--- src/rtl/pipe_hazard_scoreboard.sv ---
// ---------------------------------------------------------------------------
// pipe_hazard_scoreboard
//
// Tracks the instructions that have left decode (entry 0 = EX, 1 = MEM,
// 2 = WB, ...). From that history it produces:
//   * a load-use stall for the instruction sitting in decode, and
//   * operand-forwarding selects for the instruction currently in EX.
//
// Parameters
//   REG_AW     register address width
//   DEPTH      number of tracked stages after decode (2..8)
//   LOAD_STAGE first entry index whose load data can be forwarded
//              (1..DEPTH-1)
//   ZERO_REG   hard-wired zero register, never a hazard or forward source
//
// Ports
//   clock        rising-edge clock
//   reset        synchronous, active-high; clears every entry and the counter
//   id_valid     decode stage holds a real instruction
//   id_rn/rm/rd  decode source and destination registers
//   id_rn_used   decode instruction reads rn
//   id_rm_used   decode instruction reads rm
//   id_regwrite  decode instruction writes rd
//   id_memread   decode instruction is a load
//   flush        kill the decode instruction this cycle
//   stall        hold PC and IF/ID, insert a bubble into EX
//   fwd_a/fwd_b  EX operand source: 0 = register file, k = result of entry k
//   stall_count  saturating count of stall cycles
// ---------------------------------------------------------------------------
module pipe_hazard_scoreboard #(
    parameter int unsigned REG_AW     = 5,
    parameter int unsigned DEPTH      = 3,
    parameter int unsigned LOAD_STAGE = 1,
    parameter int unsigned ZERO_REG   = 31
) (
    input  logic              clock,
    input  logic              reset,
    input  logic              id_valid,
    input  logic [REG_AW-1:0] id_rn,
    input  logic [REG_AW-1:0] id_rm,
    input  logic [REG_AW-1:0] id_rd,
    input  logic              id_rn_used,
    input  logic              id_rm_used,
    input  logic              id_regwrite,
    input  logic              id_memread,
    input  logic              flush,
    output logic              stall,
    output logic [2:0]        fwd_a,
    output logic [2:0]        fwd_b,
    output logic [15:0]       stall_count
);

    localparam logic [REG_AW-1:0] ZREG = REG_AW'(ZERO_REG);

    typedef struct packed {
        logic              valid;
        logic [REG_AW-1:0] rd;
        logic [REG_AW-1:0] rn;
        logic [REG_AW-1:0] rm;
        logic              rn_used;
        logic              rm_used;
        logic              regwrite;
        logic              memread;
    } entry_t;

    entry_t      ent_q [DEPTH];
    entry_t      ent_d [DEPTH];
    logic [15:0] cnt_q;
    logic [15:0] cnt_d;
    logic        hazard;

    // -----------------------------------------------------------------------
    // Load-use detection: a load whose data is not yet forwardable
    // (entry index below LOAD_STAGE) feeding a register the decode
    // instruction actually reads.
    // -----------------------------------------------------------------------
    always_comb begin
        hazard = 1'b0;
        for (int unsigned k = 0; k < LOAD_STAGE; k++) begin
            if (ent_q[k].valid && ent_q[k].memread && (ent_q[k].rd != ZREG)) begin
                if ((id_rn_used && (ent_q[k].rd == id_rn)) ||
                    (id_rm_used && (ent_q[k].rd == id_rm))) begin
                    hazard = 1'b1;
                end
            end
        end
        // flush kills the decode instruction, so it can never be stalled
        stall = id_valid && !flush && hazard;
    end

    // -----------------------------------------------------------------------
    // Forwarding select for the EX instruction (entry 0). Scanning from the
    // oldest entry down lets the youngest matching producer overwrite any
    // older one. Loads still too young to have data are never sources.
    // -----------------------------------------------------------------------
    always_comb begin
        fwd_a = '0;
        fwd_b = '0;
        for (int unsigned k = DEPTH - 1; k >= 1; k--) begin
            if (ent_q[k].valid && ent_q[k].regwrite && (ent_q[k].rd != ZREG) &&
                !(ent_q[k].memread && (k < LOAD_STAGE + 1))) begin
                if (ent_q[0].valid && ent_q[0].rn_used && (ent_q[k].rd == ent_q[0].rn)) begin
                    fwd_a = k[2:0];
                end
                if (ent_q[0].valid && ent_q[0].rm_used && (ent_q[k].rd == ent_q[0].rm)) begin
                    fwd_b = k[2:0];
                end
            end
        end
    end

    // -----------------------------------------------------------------------
    // Next state: shift the history, insert decode or a bubble at entry 0.
    // -----------------------------------------------------------------------
    always_comb begin
        ent_d[0] = '0;
        if (id_valid && !flush && !stall) begin
            ent_d[0].valid    = 1'b1;
            ent_d[0].rd       = id_rd;
            ent_d[0].rn       = id_rn;
            ent_d[0].rm       = id_rm;
            ent_d[0].rn_used  = id_rn_used;
            ent_d[0].rm_used  = id_rm_used;
            ent_d[0].regwrite = id_regwrite;
            ent_d[0].memread  = id_memread;
        end
        for (int unsigned k = 1; k < DEPTH; k++) begin
            ent_d[k] = ent_q[k-1];
        end
    end

    always_comb begin
        cnt_d = cnt_q;
        if (stall && (cnt_q != 16'hFFFF)) begin
            cnt_d = cnt_q + 16'd1;
        end
    end

    always_ff @(posedge clock) begin
        if (reset) begin
            for (int unsigned k = 0; k < DEPTH; k++) begin
                ent_q[k] <= '0;
            end
            cnt_q <= '0;
        end else begin
            ent_q <= ent_d;
            cnt_q <= cnt_d;
        end
    end

    assign stall_count = cnt_q;

endmodule

--- config.mk ---
export PLATFORM = sky130hd
export DESIGN_NAME = pipe_hazard_scoreboard
export DESIGN_NICKNAME = d
export VERILOG_FILES = /design/src/rtl/pipe_hazard_scoreboard.sv
export SDC_FILE = /design/constraint.sdc
export NUM_CORES = 1
export LEC_CHECK = 0
export BUFFER_PORTS_ARGS = -buffer_cell sky130_fd_sc_hd__buf_2
export CORE_AREA = 2 2 91 93
export CTS_BUF_LIST = sky130_fd_sc_hd__clkbuf_4
export CTS_CLUSTER_SIZE = 40
export DETAILED_ROUTE_END_ITERATION = 7
export DIE_AREA = 0 0 93 95
export HOLD_SLACK_MARGIN = 0.08
export PLACE_DENSITY_LB_ADDON = 0.25
export REMOVE_ABC_BUFFERS = 1
export SLEW_MARGIN = 20
export SYNTH_ARGS = -nofsm -noshare
export SYNTH_HDL_FRONTEND = slang
export SYNTH_SLANG_ARGS = --single-unit
--- constraint.sdc ---
create_clock -name clock -period 6.5 [get_ports clock]
set_input_delay 0.325 -clock clock [delete_from_list [all_inputs] [get_ports clock]]
set_output_delay 0.325 -clock clock [all_outputs]
set_load 0.02 [all_outputs]
# Word level (Yosys, flattened, before mapping)
# Cells that the tools add are included.
# totals
latchBits	0
output_inout_bits	23
mem_count	0
ramBits	0
mem_bits_ro	0
register_bits	51
# op_classes
n_eq_ne	10
shifts	0
bitwise_logic	1
n_mux	11
div_mod_pow	0
add_sub_neg	1
mul	0
magnitude_cmp	0
reduce_logical	24
# ops
op	n
$eq 5x5->1	6
$mux 20	1
$logic_and 1x1->1	19
$add 16x1->16 const B	1
$ne 16x16->1 const B	1
$ne 5x5->1 const B	3
$mux 3	4
$mux 2	4
$logic_not 1->1	3
$mux 1	2
$reduce_or 2->1	1
$logic_or 1x1->1	1
$not 1->1	1

# Logic depth before layout (Yosys ltp)
# logic_depth
ltp_word	10
ltp_mapped	8
depth_no_buf	6

# Least setup slack after synthesis
# Ideal clock, no wire load.
# synth_timing
path_kind	reg2reg
startpoint	register cnt_q[0] (netlist: stall_count[0])
endpoint	register cnt_q[9] (netlist: stall_count[9])
arrival_ns	2.195
setup_slack_ns	4.182
period_less_slack_ns	2.318
n_path_buf	2
setup_time_ns	0.123
stages_incl_launch_ff	9
cell_sequence	dfxtp_1 ha_1 nand2_1 or4_1 buf_2 o21ai_1 buf_2 nor4_1 mux2_1
# synth_between
elab_chain_cells	2
word_cells_on_any_way	3
# synth_rtl
element	line_no	source
start, declared	68	logic [15:0] cnt_q;
start signal, assigned	147	cnt_q <= cnt_d;
parallel branches: the longest is 2 deep, another holds $add 16x1->16	--	
# Several ways; the timed one is not identified.
# A chain may end at the register's enable or synchronous reset.

# Worst setup path in the final report
# Ends and elaborated chain as after synthesis.

==> run summary <==
GRT met3 Usage = 2.79%
Buffers on Ports = 43
EDFF count, synth = 0
synthesized cell area = 0.00230 sq mm
slowest stage delay, CP = 0.73 ns
Worst Tran Pin Value = 0.845 ns
fraction of registers with async set/reset = 0%
Rel. slew slack = 43.3%
DIE AREA = 0.00884 sq mm
Max Freq = 365 MHz
number of max-cap violations = 0
setup violators final = 0
vias per inst = 4.76
Gate Count Post-Synth = 250
worst skew pair latency = 0.38 ns
Starting Density = 29.0%
FF+latch count, synth = 51
worst hold path type = in2reg
final number of max-transition violations = 0
startpoint types = flop
Initial DRT Pass Iterations = 4
Post-CTS Hold Buffers = 0
largest net degree at the start of global routing = 34
slowest CP cell = o21ai_1
CP Data Required Time = 6.78 ns
power density over cell area = 191 mW/mm^2
ANT cells = 0
crit share post-route = 42.1%
WP buf/inv = 0
top-area cell type share of the netlist area = 44.4%
post-route minimum period = 2.74 ns
Crit. End Element = flop
WL per Instance = 12.9 um
M2 GR Usage = 21.0%
CTS tree = yes
detailed-route wire length = 5080 um
status = finished clean
Peak supply drop = 0.0000628 V
clk sinks = 51
ys flop type = dfxtp_1
IO Pins = 46
final setup TNS = 0 ns
M1 GR Usage = 15.7%
CTS buffer count = 5
H-tree levels = 2
number of global-route vias before repair = 1813
top cells by area, synth = dfxtp_1 (44%), xnor2_1 (6.9%), and2_1 (5.2%)
worst-path cell chain = ha_1, nand2_1, or4_1, o21ai_1, nor4_1, mux2_1
Layout area overhead = 15.6%
clk_skew = 0.0212 ns
Residual DRC = 0
most common cell in the synthesized netlist = dfxtp_1
Util after Layout = 33.5%
Most Used Layer, Global Route = met2
Clock Tree Buf Depth = 2
first-pass GRT wire length = 8610 um
Die X = 93 um
routed via count = 1875
PostCTS Resize Cnt = 0
Final Hold Vio Count = 0
Iter 0 DRT Violations = 44
initial antenna violation count = 0
Fin Hold WS = 0.137 ns
crit path max fanout = 12
fin nets = 312
Mapped Avg Cell Area = 9.19 sq um
dominant cell type by area after synthesis = dfxtp_1
RSZ-0062 raised after global routing = no
GPL Wtd Cong = 0.810
Die Height = 95 um
Syn. warnings = 0
hpwl dp = 3730 um
clk root buf = clkbuf_4
Commonest cells post-synth = dfxtp_1 (51), and2_1 (19), nor2b_1 (19)
layout cells sized above 1 = 19.0%
Distinct cells, synth = 39
gr ovfl total = 0
Reg clk slew, reported paths = 0.16 ns
Placeable Area = 0.00793 sq mm
overall routing resource usage = 12.4%
WP data arrival = 3.02 ns
Detail Route Antenna Nets = 0
critical path's top delay family = simple AND/OR/NAND/NOR gates
Pleak = 1.00 nW
Rows = 33
sequential element share of the synthesized area = 44.4%
post-CTS setup buffer count = 0
WS Path Type = reg2reg
==> worst reg2reg max path: stages, from the launching register on <==
cell and delay (ns):
dfxtp_1 0.47, ha_1 0.23, nand2_1 0.11, or4_1 0.65, o21ai_1 0.73, nor4_1 0.12, mux2_1 0.34
==> through the flow <==
stage | instance area (sq um) | setup slack (ns) | total power, W | std cells
after floorplan | 2240 | 4.00 | 0.000345 | 237
after global placement | 2590 | 3.92 | 0.000362 | 386
after detailed placement | 2590 | 3.82 | 0.000362 | 386
after CTS | 2660 | 3.80 | 0.000515 | 394
after global routing | 2660 | 3.59 | 0.000532 | 394
final | 2660 | 3.76 | 0.000508 | 394
==> per-layer routing <==
layer / wire length (um) / part of all wire [%]
met1: 2350 / 46
met2: 2470 / 49
met3: 206 / 4.1
met4: 53 / 1.0
met5: 0 / 0
==> cells in the final DEF (no fill, tap or decap), drive strengths merged, types with 2 or more instances in the layout <==
cell type  synthesis  final
nand4             12     12
xnor2             18     18
xor2              12     12
o21a               3      3
nand2             11     11
nor2               6      6
nor4               8      8
conb               1      2
nand3              8      8
mux2               3      3
dfxtp             51     51
o31ai              4      4
and3               2      2
buf                4     44
nor2b             19     19
or4                7      7
clkbuf            10      5
o211ai             5      5
or3                7      7
o31a               2      2
a21oi             10     10
inv                2      4
and2              20     20
nor3              10     10
o21ai              6      6
==> report_power, final <==
group / leakage [nW] / switching [W] / internal, W
logic: 0.556 / 0.0000178 / 0.0000144
clock network: 0.0322 / 0.000108 / 0.0000451
registers: 0.413 / 0.00000438 / 0.000318
total: 1.00 / 0.000131 / 0.000377
==> state kept, by name, summed over array words and instances, names as in the netlist <==
| name | count |
|---|---|
| stall_count | 16 |
| ent_d | 28 |
| ent_q | 7 |
==> final cells by class <==
class | count | area, sq um
Fill cell | 856 | 5270
Multi-Input combinational cell | 184 | 1210
Sequential cell | 51 | 1020
Timing Repair Buffer | 44 | 223
Tap cell | 105 | 131
Clock buffer | 5 | 37.5
Clock inverter | 3 | 25.0
Inverter | 2 | 7.51
==> path summary, 6_finish.rpt <==
check / endpoint / slack [ns] / cells past startpoint / from
worst max-delay path: stall_count[9] / 3.76 / 6 / stall_count[0]
worst min-delay path: ent_d[36] / 0.14 / 2 / id_rd[2]
worst max register to register: stall_count[9] / 3.76 / 6 / stall_count[0]
worst min register to register: ent_d[1] / 0.45 / 1 / ent_d[21]
==> cell families (layout without fill, tap and decap cells) <==
family                     after synthesis  count (layout)  synth area share (%)
muxes                                    3               3                  1.47
buffers and inverters                   16              54                  3.05
adders and majority gates                1               1                 0.544
DFF                                     51              51                  44.4
xor gates and xnor gates                30              30                  11.4
AOI/OAI and AO/OA                       35              35                  10.2
and+or+nand+nor                        113             113                  28.7
other                                    1               2                 0.163
(Power assumes the default switching activity.)
